$ cat config.mk
export PLATFORM = sky130hd
export DESIGN_NAME = chip_spreader
export DESIGN_NICKNAME = d
export VERILOG_FILES = /design/src/rtl/chip_spreader.sv
export SDC_FILE = /design/constraint.sdc
export NUM_CORES = 1
export LEC_CHECK = 0
export BUFFER_PORTS_ARGS = -buffer_cell sky130_fd_sc_hd__buf_2
export CORE_MARGIN = 1
export CORE_UTILIZATION = 65
export DETAILED_ROUTE_END_ITERATION = 7
export PLACE_DENSITY = 0.89
export SYNTH_ARGS = -nofsm -noshare
export SYNTH_HDL_FRONTEND = slang
export SYNTH_SLANG_ARGS = --single-unit
$ cat constraint.sdc
create_clock -name clk -period 8.6 [get_ports clk]
set_input_delay 1.72 -clock clk [delete_from_list [all_inputs] [get_ports clk]]
set_output_delay 1.72 -clock clk [all_outputs]
set_load 0.005 [all_outputs]
$ cat src/rtl/chip_spreader.sv
// rtl/chip_spreader.sv - 802.15.4 DSSS spreader: byte FIFO, nibble split, 32-chip PN serialiser
module chip_spreader #(
  parameter int CLK_DIV    = 25,
  parameter int FIFO_DEPTH = 4
) (
  input  logic       clk,
  input  logic       resetn,
  input  logic [7:0] byte_in,
  input  logic       byte_valid,
  output logic       byte_ready,
  input  logic       coder_ready,
  output logic       b_out,
  output logic       en_2MHz,
  output logic       mem_state,
  output logic       underrun
);

  localparam int AW = $clog2(FIFO_DEPTH);
  localparam int DW = $clog2(CLK_DIV);
  localparam logic [AW:0]   DEPTH_C = (AW+1)'(FIFO_DEPTH);
  localparam logic [DW-1:0] DIV_MAX = DW'(CLK_DIV - 1);
  localparam logic [DW-1:0] DIV_ONE = DW'(1);
  localparam logic [31:0]   SYM0    = 32'b1101_1001_1100_0011_0101_0010_0010_1110;

  typedef enum logic [1:0] {IDLE, LOAD, SEND} state_t;

  state_t        state_q, state_d;
  logic [7:0]    mem_q [FIFO_DEPTH];
  logic [AW-1:0] wr_ptr_q, wr_ptr_d, rd_ptr_q, rd_ptr_d;
  logic [AW:0]   count_q, count_d;
  logic [DW-1:0] div_cnt_q, div_cnt_d;
  logic [4:0]    chip_idx_q, chip_idx_d;
  logic [3:0]    sym_q, sym_d, hi_nib_q, hi_nib_d;
  logic          hi_pending_q, hi_pending_d;
  logic          b_out_q, b_out_d, en_q, en_d;
  logic          mem_state_q, mem_state_d, underrun_q, underrun_d;
  logic          push, pop, fifo_empty, fifo_full, tick, emit, last_chip;
  logic [7:0]    head;
  logic [3:0]    cur_sym;
  logic [4:0]    cur_idx;
  logic [31:0]   cur_row;

  // Row is MSB-first (c0 at bit 31); a right chip shift is a rotate right of the word.
  function automatic logic [31:0] chip_row(input logic [3:0] s);
    logic [63:0] dbl;
    logic [31:0] rot;
    dbl = {SYM0, SYM0};
    rot = dbl[{s[2:0], 2'b00} +: 32];
    return s[3] ? (rot ^ 32'h5555_5555) : rot;
  endfunction

  assign fifo_empty = (count_q == '0);
  assign fifo_full  = (count_q == DEPTH_C);
  assign byte_ready = resetn & ~fifo_full;
  assign push       = byte_valid & byte_ready;
  assign head       = mem_q[rd_ptr_q];

  // LOAD doubles as the div_cnt==0 slot of the first chip so the strobe lands two cycles after the push.
  assign tick      = (state_q == LOAD) || ((state_q == SEND) && (div_cnt_q == '0));
  assign emit      = tick & coder_ready;
  assign cur_sym   = (state_q == LOAD) ? head[3:0] : sym_q;
  assign cur_idx   = (state_q == LOAD) ? 5'd0 : chip_idx_q;
  assign cur_row   = chip_row(cur_sym);
  assign last_chip = emit && (state_q == SEND) && (chip_idx_q == 5'd31);

  always_comb begin
    state_d      = state_q;
    div_cnt_d    = div_cnt_q;
    chip_idx_d   = chip_idx_q;
    sym_d        = sym_q;
    hi_nib_d     = hi_nib_q;
    hi_pending_d = hi_pending_q;
    b_out_d      = b_out_q;
    en_d         = 1'b0;
    underrun_d   = underrun_q;
    pop          = 1'b0;
    if (emit) begin
      b_out_d    = cur_row[5'd31 - cur_idx];
      en_d       = 1'b1;
      chip_idx_d = cur_idx + 5'd1;
    end
    case (state_q)
      IDLE: begin
        div_cnt_d  = '0;
        chip_idx_d = '0;
        if (!fifo_empty || push) state_d = LOAD;
      end
      LOAD: begin
        pop          = 1'b1;
        sym_d        = head[3:0];
        hi_nib_d     = head[7:4];
        hi_pending_d = 1'b1;
        div_cnt_d    = DIV_ONE;
        if (!emit) chip_idx_d = '0;
        state_d      = SEND;
      end
      SEND: begin
        div_cnt_d = (div_cnt_q == DIV_MAX) ? '0 : div_cnt_q + DIV_ONE;
        if (last_chip) begin
          if (hi_pending_q) begin
            sym_d        = hi_nib_q;
            hi_pending_d = 1'b0;
          end else if (!fifo_empty) begin
            pop          = 1'b1;
            sym_d        = head[3:0];
            hi_nib_d     = head[7:4];
            hi_pending_d = 1'b1;
          end else begin
            state_d    = IDLE;
            underrun_d = 1'b1;
          end
        end
      end
      default: state_d = IDLE;
    endcase
    mem_state_d = (state_d == SEND);
    wr_ptr_d    = wr_ptr_q + AW'(push);
    rd_ptr_d    = rd_ptr_q + AW'(pop);
    count_d     = count_q + (AW+1)'(push) - (AW+1)'(pop);
  end

  always_ff @(posedge clk) begin
    if (!resetn) begin
      state_q      <= IDLE;
      wr_ptr_q     <= '0;
      rd_ptr_q     <= '0;
      count_q      <= '0;
      div_cnt_q    <= '0;
      chip_idx_q   <= '0;
      sym_q        <= '0;
      hi_nib_q     <= '0;
      hi_pending_q <= 1'b0;
      b_out_q      <= 1'b0;
      en_q         <= 1'b0;
      mem_state_q  <= 1'b0;
      underrun_q   <= 1'b0;
    end else begin
      state_q      <= state_d;
      wr_ptr_q     <= wr_ptr_d;
      rd_ptr_q     <= rd_ptr_d;
      count_q      <= count_d;
      div_cnt_q    <= div_cnt_d;
      chip_idx_q   <= chip_idx_d;
      sym_q        <= sym_d;
      hi_nib_q     <= hi_nib_d;
      hi_pending_q <= hi_pending_d;
      b_out_q      <= b_out_d;
      en_q         <= en_d;
      mem_state_q  <= mem_state_d;
      underrun_q   <= underrun_d;
    end
  end

  always_ff @(posedge clk) begin
    if (push) mem_q[wr_ptr_q] <= byte_in;
  end

  assign b_out     = b_out_q;
  assign en_2MHz   = en_q;
  assign mem_state = mem_state_q;
  assign underrun  = underrun_q;

endmodule
# ---- After elaboration in Yosys (flattened, before gate mapping)
# Memories as Yosys holds them, arrays and structs flattened. A register that Yosys moved wholly into a read port is not among the register bits.
# Index checks and enable logic that the tools add are counted.
dict set report word_totals {
  out_inout_bits 5
  n_memories 1
  romBits 0
  reg_bits 32
  ramBits 32
  input_bits 12
  elab_cells 87
  latch_bits 0
}
# name words width rd rd_clocked_by_memory_dff write_ports line
set memory_table {}
lappend memory_table {mem_q 4 8 1 1 1 28} ;# logic [7:0] mem_q [FIFO_DEPTH];
dict set report op_classes {
  n_mux 33
  n_lt_le_gt_ge 1
  n_addsub 7
  n_div 0
  n_mul 0
  shift 1
  bitwise 6
  reduce_logical 15
  eq_ne 10
}
# cell n
set op_table {}
lappend op_table {{64-bit by 6-bit variable part select with 32-bit output (first input constant)} 1}
lappend op_table {{31-bit two-way mux} 1}
lappend op_table {{4-bit two-way mux} 7}
lappend op_table {{5-bit two-way mux} 4}
lappend op_table {{16-bit NOT} 1}
lappend op_table {{4-bit case mux with 2 select lines} 2}
lappend op_table {{5-bit case mux with 3 select lines} 1}
lappend op_table {{5-bit by 1-bit adder with 5-bit output (second input constant)} 2}
lappend op_table {{5-bit == test (second input constant)} 2}
lappend op_table {{2-bit two-way mux} 5}
lappend op_table {{5-bit case mux with 2 select lines} 1}
lappend op_table {{1-bit two-way mux} 8}
lappend op_table {{4-bit AND reduction} 2}
lappend op_table {{5-bit by 6-bit less-than comparator with 1-bit output (second input constant)} 1}
lappend op_table {{2-bit != test (second input constant)} 3}
lappend op_table {{2-bit case mux with 3 select lines} 1}
lappend op_table {{1-bit binary-select mux with 5-bit select} 1}
lappend op_table {{5-bit logical NOT} 1}
lappend op_table {{5-bit subtractor (first input constant)} 1}
lappend op_table {{2-bit by 1-bit adder with 2-bit output} 2}
lappend op_table {{2-bit == test (second input constant)} 2}
lappend op_table {{1-bit case mux with 2 select lines} 2}
lappend op_table {{3-bit by 1-bit adder with 3-bit output} 1}
lappend op_table {{1-bit bitwise AND} 3}
lappend op_table {{14 further kinds} 18}

# ---- Depth between registers and ports, before layout
# Gate-level depths: netlist (run 1).
dict set report depth {
  depth_word 10
  mapped_depth 14
  ltp_nobuf 13
}

# ---- Least setup slack after synthesis (run 1)
# OpenSTA, ideal clock, no wires.
dict set report synth_timing {
  path_type {in2out}
  startpoint {input resetn}
  endpoint {output byte_ready}
  path_buffers 0
  setup_slack_ns 4.914
  required_ns 6.880
  arrival_time_ns 1.966
  path_stages 1
  cell_sequence {a21boi_0}
}
dict set report synth_between {
  elab_chain_cells 1
}
# element line
set synth_lines {}
lappend synth_lines {{from (decl)} 7} ;# input logic resetn,
lappend synth_lines {{1-bit bitwise AND} 54} ;# assign byte_ready = resetn & ~fifo_full;
lappend synth_lines {{to (decl)} 10} ;# output logic byte_ready,
# No other way between the ends.

# ---- Worst setup path after layout (run 1)
# Same ends and word-level chain as after synthesis.

==> reports/metrics.yaml, run 1 <==
run_status:
  outcome: "completed"
detailed_routing:
  wl_per_cell_um: 16.7
  first_pass_iters: 5
  route.vias.total: 2988
  totalWireLength_mm: 7.83
  postRouteAntennaNets: 0
  via_per_inst: 6.38
  drc: 0
  drtIter0Drc: 213
timing:
  max_clock_freq_mhz: 236
  setup_slack_ns: 4.37
  slew_viol_final: 0
  finalCriticalPeriod_ns: 4.23
  setup_violations: 0
  min_period_over_period_pct: 49.2
  final_hold_viol_count: 0
  relSlewSlack_pct: 14.9
  fin_tns_setup_ns: 0
  tightestPinTransition_ns: 1.27
  rsz0062_at_grt: "false"
  finClkSkew_ns: 0.00891
cts:
  clock_path_buffers: 2
  cts_tree: "built"
  insertion_delay_ns: 0.35
  cts_buffers: 9
  postCtsSetupBuffers: 0
  clk_pin_slew_ns: 0.08
  hold_buffers: 0
  postCtsResizedCells: 0
  cts_root_buf: "clkbuf_8"
  cts_sinks: 64
  htree_levels: 3
logic_synthesis:
  ys_ff_latch: 64
  yosysMostFrequentCell: "nand2_1"
  syn_area_um2: 3910
  ys_seq_area_share_pct: 41.0
  synth_cell_types: 65
  synth-edff-count: 32
  synth_area_per_cell_um2: 10.2
  synth_commonest_cells: "nand2_1, dfxtp_1, edfxtp_1"
  synth.net_count: 412
  synthArstFlopShare_pct: 0
  yosysTopAreaCellShare_pct: 24.6
  synthTopCellsByArea: "edfxtp_1, dfxtp_1, ha_1, mux2i_1, nand2_1"
  synth-main-ff-cell: "edfxtp_1"
  syn_inst: 384
  synth_top_area_cell: "edfxtp_1"
  synth_warnings: 0
grt:
  grtUsageTotal_pct: 26.7
  grt_pass1_vias: 2850
  grt.overflow.total: 0
  antenna_found_initial: 0
  grt_max_degree: 32
  grt_pass1_wl_mm: 12.9
power_and_ir_drop:
  powerDensity_nw_per_um2: 315
  vdd_drop_max_uv: 283
  p_leak_nw: 1.55
final_layout:
  fin_util_pct: 73.3
  nNetsFinal: 419
  num_antenna_cells: 0
  syn_to_final_growth_pct: 5.79
  drive_above_1_share_pct: 14.4
  fill_cells: 388
critical_path:
  required_ns: 6.88
  arrival_ns: 2.51
  endpoint_kind: "primary output"
  crit_path_max_fanout: 31
  worstSetupPathType: "in -> out"
  cp-start-kind: "input pin"
placed_design:
  pre_cts_ws_ns: 4.37
  dp_hpwl_mm: 5.50
  globalplace.congestion: 0.936
  io_buffers: 16
floorplanning:
  start_util_pct: 69.3
  core_um2: 5640
  fp.dieW_um: 79.5
  ios: 17
  die_h_um: 79.5
  die-area_um2: 6330
  rows: 27
flow_run:
  drv_cap: 0
hold_path:
  hold_path.class: "reg -> reg"
[cell type report]
cell class | count | area [µm²] | share of cell area (%)
clock buffer | 9 | 124 | 3.00
clock inverter | 7 | 105 | 2.54
inverter | 16 | 62.6 | 1.51
multi-input combinational | 281 | 2050 | 49.6
sequential | 64 | 1600 | 38.7
tap | 72 | 90.1 | 2.18
timing repair buffer | 19 | 103 | 2.48
[cell usage in the layout (no fill, tap or decap), types with 13 or more instances in the layout]
cell	count
a21oi_1	15
inv_1	13
buf_2	16
edfxtp_1	32
dfxtp_1	32
nor2_1	28
nand2_1	37
ha_1	15
and2_1	16
o21ai_0	14
mux2i_1	18
[metal layers]
layer / vias up / wire [µm] / global-route usage, % / share of wire, %
met3: 20 / 541 / 6.17 / 6.9
met4: 0 / 147 / 11.1 / 1.9
met2: 138 / 3920 / 45.9 / 50
met1: 1399 / 3220 / 31.8 / 41
li1: 1431 / - / - / -
met5: - / 0 / 0 / 0
[registers in the layout, indices dropped and copies added, names as in the netlist]
name          flops
wr_ptr_q          2
rd_ptr_q          2
state_q           2
count_q           3
b_out             1
underrun          1
hi_nib_q          4
mem_state         1
hi_pending_q      1
sym_q             4
mem_q            32
div_cnt_q         5
en_2MHz           1
chip_idx_q        5
[cells by family after synthesis]
group | share of synthesized area (%)
DFF | 41.0
AOI/OAI and AO/OA | 17.2
and+or+nand+nor | 16.1
buffers and inverters | 6.59
muxes | 9.38
xor gates and xnor gates | 4.48
adders and majority gates | 5.31
[metrics by stage]
| stage | instances | area (µm²) | total power [mW] | hold slack, ns |
|---|---|---|---|---|
| after global routing | 468 | 4140 | 1.38 | 0.512 |
| after detailed placement | 452 | 3910 | 1.00 | 0.460 |
| after global placement | 452 | 3910 | 0.983 | 0.443 |
| after CTS | 468 | 4140 | 1.29 | 0.472 |
| final | 468 | 4140 | 1.30 | 0.476 |
| after floorplan | 384 | 3910 | 0.924 | 0.452 |
[final timing paths]
| kind | from | cells past startpoint | slack, ns | end |
|---|---|---|---|---|
| max reg2reg | state_q[1] | 12 | 5.21 | b_out |
| min reg2reg | underrun | 2 | 0.48 | underrun |
| max | resetn | 3 | 4.37 | byte_ready |
| min | underrun | 2 | 0.48 | underrun |
[critical path: stages]
cell and delay (ns):
buf_2 0.37, a21boi_0 0.27, buf_2 0.15
[power breakdown]
part | switching [mW] | internal [mW]
clock network | 0.124 | 0.166
registers | 0.0396 | 0.356
logic | 0.369 | 0.248
No activity file was read; power rests on OpenSTA's default activity.
==> run 2: changes to the inputs <==
- CORE_UTILIZATION: 65 -> 62
- PLACE_DENSITY: 0.89 -> 0.86
- clock period: 8.6 -> 4 ns (I/O delays scaled with it)
==> run 2 against run 1 <==
- sequential power rose by 110%
- first-iteration DRC count fell by 5.6%
- design area fell by 0.79%
- count of clock-buffer cells in the layout rose by 2
- non-clock buffer count rose by 5
- critical path type is now reg -> reg
- largest cell class unchanged
- largest power group unchanged
==> reports/metrics.yaml, run 2 (same netlist as run 1, synthesis figures left out) <==
critical_path:
  worstReg2RegEnd: "count_q[2]"
  cp-start-kind: "flip-flop"
  worstRegToRegCells: 13  # +1
  crit_path_max_fanout: 9  # -71%
  endpoint_kind: "flip-flop"
  required_ns: 4.23  # -2.65 ns
  rrSetupSlack_ns: 0.77  # -4.44 ns
  worstSetupPathType: "reg -> reg"
  worstReg2RegStart: "state_q[0]"
  arrival_ns: 3.46  # +0.95 ns
final_layout:
  layout_common_cells: "nand2_1, dfxtp_1, edfxtp_1"
  drive_above_1_share_pct: 14.2  # -0.18 points
  fill_cells: 442  # +14%
  final_common_cell: "nand2_1"
  largest_reg_flops: 32  # unchanged
  fin_util_pct: 68.5  # -4.8 points
  regMostFlops: "mem_q"
  syn_to_final_growth_pct: 4.96
  num_antenna_cells: 0  # unchanged
  largest_registers: "mem_q (32), chip_idx_q (5), div_cnt_q (5)"
  nNetsFinal: 424  # +1.2%
detailed_routing:
  wl_met3_um: 392  # -28%
  wl_per_cell_um: 16.8  # +0.69%
  drc: 0  # unchanged
  route.vias.total: 3011  # +0.77%
  wl_met1_mm: 3.56  # +11%
  drtIter0Drc: 201  # -5.6%
  totalWireLength_mm: 8.02  # +2.4%
  via_per_inst: 6.33  # -0.92%
  first_pass_iters: 5  # unchanged
  top_layer: "met4"
  dr_wl_met2_mm: 3.86  # -1.4%
  postRouteAntennaNets: 0  # unchanged
cts:
  cts_sinks: 64  # unchanged
  insertion_delay_ns: 0.33  # -0.02 ns
  hold_buffers: 0  # unchanged
  clock_path_buffers: 2  # unchanged
  postCtsResizedCells: 0  # unchanged
  cts_buffers: 9  # unchanged
  cts_root_buf: "clkbuf_8"
  cts_tree: "built"
  clk_pin_slew_ns: 0.07  # about the same
  postCtsSetupBuffers: 0  # unchanged
  htree_levels: 3  # unchanged
grt:
  grt_max_degree: 32  # unchanged
  grt.overflow.total: 0  # unchanged
  grtUsageTotal_pct: 26.7  # about the same
  grt_pass1_vias: 2788  # -2.2%
  grt_pass1_wl_mm: 13.1  # +1.5%
  antenna_found_initial: 0  # unchanged
timing:
  finalCriticalPeriod_ns: 3.23
  min_period_over_period_pct: 80.8
  finClkSkew_ns: 0.0126  # +0.00374 ns
  final_hold_viol_count: 0  # unchanged
  max_clock_freq_mhz: 309
  relSlewSlack_pct: 49.2  # +34 points
  fin_tns_setup_ns: 0  # unchanged
  tightestPinTransition_ns: 0.759  # -0.515 ns
  setup_violations: 0  # unchanged
  slew_viol_final: 0  # unchanged
  setup_slack_ns: 0.768  # -3.60 ns
  rsz0062_at_grt: "false"
placed_design:
  io_buffers: 16  # unchanged
  dp_hpwl_mm: 5.55  # +0.84%
  globalplace.congestion: 0.908  # -3.0%
  pre_cts_ws_ns: 0.826  # -3.54 ns
power_and_ir_drop:
  vdd_drop_max_uv: 377  # +33%
  p_int_mw: 1.53  # +98%
  switchingPower_mw: 1.11  # +110%
  p_leak_nw: 1.54  # -0.61%
  finalPower_mw: 2.64  # +100%
  clockPowerShare_pct: 16.8  # -5.5 points
  p_comb_share_pct: 51.4  # +4.0 points
  powerDensity_nw_per_um2: 644  # +100%
  p_seq_share_pct: 31.8  # +1.4 points
  switching_share_pct: 42.2  # +1.3 points
hold_path:
  min_from: "underrun"
  hold_path.class: "reg -> reg"
  hold_end: "underrun"
  hold_depth: 2  # unchanged
floorplanning:
  rows: 28  # +3.7%
  ios: 17  # unchanged
  die_h_um: 81.4  # +2.3%
  die-area_um2: 6630  # +4.7%
  fp.dieW_um: 81.4  # +2.3%
  core_um2: 5990  # +6.2%
  start_util_pct: 65.2  # -4.0 points
flow_run:
  drv_cap: 0  # unchanged
run_status:
  outcome: "completed"
==> run 2: metrics by stage <==
| stage | hold WS [ns] | instance area (µm²) | instances |
|---|---|---|---|
| floorplan | 0.452 | 3910 | 384 |
| global placement | 0.443 | 3950 | 460 |
| detailed placement | 0.457 | 3950 | 460 |
| CTS | 0.466 | 4100 | 476 |
| global route | 0.517 | 4100 | 476 |
| finish | 0.473 | 4100 | 476 |
==> run 2: area by class of cell <==
class | count | area [µm²] | area share, %
Multi-Input combinational cell | 281 | 2050 | 50.0
Clock inverter | 5 | 23.8 | 0.579
Tap cell | 75 | 93.8 | 2.29
Clock buffer | 11 | 131 | 3.20
Timing Repair Buffer | 24 | 140 | 3.42
Inverter | 16 | 62.6 | 1.52
Sequential cell | 64 | 1600 | 39.0
==> run 2: power by group through the flow <==
stage | Combinational, mW | Sequential (mW) | Clock [mW]
floorplan | 1.16 | 0.829 | 0
global placement | 1.29 | 0.845 | 0
finish | 1.36 | 0.840 | 0.444
global route | 1.47 | 0.849 | 0.478
detailed placement | 1.32 | 0.850 | 0
CTS | 1.33 | 0.837 | 0.449
==> run 2: routing by layer <==
layer  vias up  track usage, %
met2       109            42.7
met1      1445            34.7
li1       1436               -
met4         0            11.1
met3        21            6.07
met5         -               0
==> run 2: worst max path at each step <==
stage | endpoint | from
global route | count_q[2] | state_q[0]
global placement | count_q[2] | state_q[0]
CTS | count_q[2] | state_q[0]
detailed placement | count_q[2] | state_q[0]
finish | count_q[2] | state_q[0]
floorplan | count_q[2] | state_q[0]
==> run 2: critical path: stages (launching register included) <==
cell	delay (ns)
dfxtp_1	0.36
inv_1	0.12
ha_1	0.31
nand2b_1	0.12
nor3_1	0.33
o2111ai_1	0.23
nor3b_1	0.29
o21a_1	0.25
xnor2_1	0.11
ha_1	0.20
fa_1	0.37
xnor2_1	0.14
xnor2_1	0.12
and2_1	0.16
==> run 3: changes to the inputs <==
- CORE_UTILIZATION: 62 -> 56
- PLACE_DENSITY: 0.86 -> 0.82
- clock period: 4 -> 2.6 ns (I/O delays scaled with it)
==> run 3 against run 2 <==
- core utilization shrank 1.1 points
- global-route usage shrank 2.4 points
- clock power grew 80%
- clock skew shrank 0.0034 ns
- sequential cell count is the same
- combinational power grew 83%
- critical endpoint unchanged
- largest cell class unchanged
- highest routed layer unchanged
==> reports/metrics.yaml, run 3 (same netlist as run 1, synthesis figures left out) <==
run_status:
  outcome: "completed"
timing:
  final_hold_viol_count: 0  # unchanged
  setup_slack_ns: 0.0116  # -0.756 ns
  holdWs_ns: 0.392  # -0.0815 ns
  fin_tns_setup_ns: 0  # unchanged
  rsz0062_at_grt: "true"
  slew_viol_final: 0  # unchanged
  finalCriticalPeriod_ns: 2.59  # -0.644 ns
  relSlewSlack_pct: 61.4  # +12 points
  min_period_over_period_pct: 99.6  # +19 points
  finClkSkew_ns: 0.00924  # -0.00340 ns
  setup_violations: 0  # unchanged
  tightestPinTransition_ns: 0.578  # -0.181 ns
  max_clock_freq_mhz: 386  # +25%
power_and_ir_drop:
  finalPower_mw: 4.59  # +74%
  p_comb_share_pct: 54.3  # +2.9 points
  vdd_drop_max_uv: 675  # +79%
  powerDensity_nw_per_um2: 1010  # +57%
  p_int_mw: 2.73  # +79%
  switchingPower_mw: 1.86  # +67%
  p_seq_share_pct: 28.4  # -3.4 points
  clockPowerShare_pct: 17.4  # +0.6 points
  switching_share_pct: 40.5  # -1.7 points
  p_leak_nw: 1.78  # +15%
detailed_routing:
  totalWireLength_mm: 8.48  # +5.8%
  postRouteAntennaNets: 0  # unchanged
  route.vias.total: 3100  # +3.0%
  drtIter0Drc: 190  # -5.5%
  via_per_inst: 5.98  # -5.4%
  drc: 0  # unchanged
  wl_per_cell_um: 16.4  # -2.8%
  first_pass_iters: 5  # unchanged
hold_path:
  min_from: "byte_in[7]"
  hold_depth: 1  # -1
  hold_end: "mem_q[2][7]"
  hold_path.class: "in -> reg"
floorplanning:
  die-area_um2: 7320  # +10%
  core_um2: 6760  # +13%
  fp.dieW_um: 85.5  # +5.1%
  rows: 30  # +7.1%
  die_h_um: 85.5  # +5.1%
  start_util_pct: 57.9  # -7.4 points
  ios: 17  # unchanged
placed_design:
  dpl.cell_count: 497  # +8.0%
  place_area_um2: 4250  # +7.7%
  dp_hpwl_mm: 6.21  # +12%
  pre_cts_ws_ns: -0.108  # -0.934 ns
  io_buffers: 16  # unchanged
  globalplace.congestion: 0.927  # +2.1%
critical_path:
  worstRegToRegCells: 13  # unchanged
  worstReg2RegStart: "div_cnt_q[0]"
  worstReg2RegEnd: "count_q[2]"
  startpoint: "div_cnt_q[0]"
  crit_path_max_fanout: 2  # -7
  worstSetupPathType: "reg -> reg"
  endpoint_kind: "flip-flop"
  rrSetupSlack_ns: 0.01  # -0.76 ns
  arrival_ns: 2.82  # -0.64 ns
  required_ns: 2.83  # -1.40 ns
  cp-start-kind: "flip-flop"
final_layout:
  num_antenna_cells: 0  # unchanged
  drive_above_1_share_pct: 27.2  # +13 points
  final_common_cell: "buf_4"
  fin_util_pct: 67.4  # -1.1 points
  largest_registers: "mem_q (32), chip_idx_q (5), div_cnt_q (5)"
  fill_cells: 514  # +16%
  syn_to_final_growth_pct: 16.5
  instances_no_fill: 518  # +8.8%
  largest_reg_flops: 32  # unchanged
  layout_common_cells: "buf_4, nand2_1, edfxtp_1"
  fin_area_um2: 4560  # +11%
  nNetsFinal: 461  # +8.7%
  regMostFlops: "mem_q"
grt:
  grt_max_degree: 31  # -3.1%
  grt_pass1_vias: 2979  # +6.9%
  grt.overflow.total: 0  # unchanged
  grtUsageTotal_pct: 24.3  # -2.4 points
  antenna_found_initial: 0  # unchanged
  grt_pass1_wl_mm: 13.8  # +5.7%
cts:
  clock_path_buffers: 2  # unchanged
  htree_levels: 3  # unchanged
  insertion_delay_ns: 0.34  # about the same
  cts_sinks: 64  # unchanged
  cts_buffers: 9  # unchanged
  cts_root_buf: "clkbuf_8"
  clk_pin_slew_ns: 0.07  # about the same
  cts_tree: "built"
flow_run:
  drv_cap: 0  # unchanged
run 3: cell types whose count changed in the layout (fill, tap and decap cells not counted), moves of 3 or more:
cell	change
buf_4	+35
clkbuf_8	+3
clkinv_1	-3
dfxtp_1	-4
dfxtp_2	+3
ha_1	-5
ha_4	+4
inv_1	-4
inv_2	+3
run 3: worst max path at each step:
stage | endpoint | depth (start not counted) | slack (ns)
final | count_q[2] | 13 | 0.01
after detailed placement | count_q[2] | 13 | -0.11
after global routing | count_q[2] | 13 | -0.13
after global placement | count_q[2] | 13 | 0.04
after floorplan | count_q[2] | 14 | -0.02
after CTS | count_q[2] | 13 | 0.02
run 3: critical path: stages (launching register included):
cell and delay, ns:
dfxtp_2 0.33, inv_2 0.07, ha_4 0.14, nand2b_4 0.06, nor3_4 0.18, o2111ai_2 0.18, nor3b_2 0.27, o21a_1 0.18
xnor2_1 0.09, ha_2 0.20, fa_2 0.37, xnor2_2 0.14, xnor2_1 0.12, and2_1 0.15
run 3: final cells by class:
| cell class | count | area, µm² | area share [%] |
|---|---|---|---|
| clock buffers | 14 | 173 | 3.79 |
| clock inverters | 2 | 11.3 | 0.247 |
| inverters | 16 | 65.1 | 1.43 |
| multi-input cells | 281 | 2160 | 47.5 |
| flip-flops and latches | 64 | 1610 | 35.3 |
| well taps | 80 | 100 | 2.20 |
| repair buffers | 61 | 434 | 9.53 |
run 3: timing repair:
action,4_1_cts,5_1_grt
pin swaps,5,8
setup buffers,1,4
hold buffers,0,0
resized for setup,4,14
endpoints found under the setup margin,2,3
run 3: power by group through the flow:
stage | Clock [mW] | Sequential (mW) | Combinational, mW
final | 0.797 | 1.30 | 2.49
after global routing | 0.855 | 1.32 | 2.71
after CTS | 0.815 | 1.29 | 2.35
after detailed placement | 0 | 1.31 | 2.30
after global placement | 0 | 1.31 | 2.28
after floorplan | 0 | 1.29 | 1.82
run 3: metal layers:
metal	up-vias	global-route usage, %	share of wire (%)
met1	1441	30.5	42
met5	-	0	0
met3	31	5.10	5.8
met4	0	10.9	3.7
met2	115	40.6	49
li1	1513	-	-
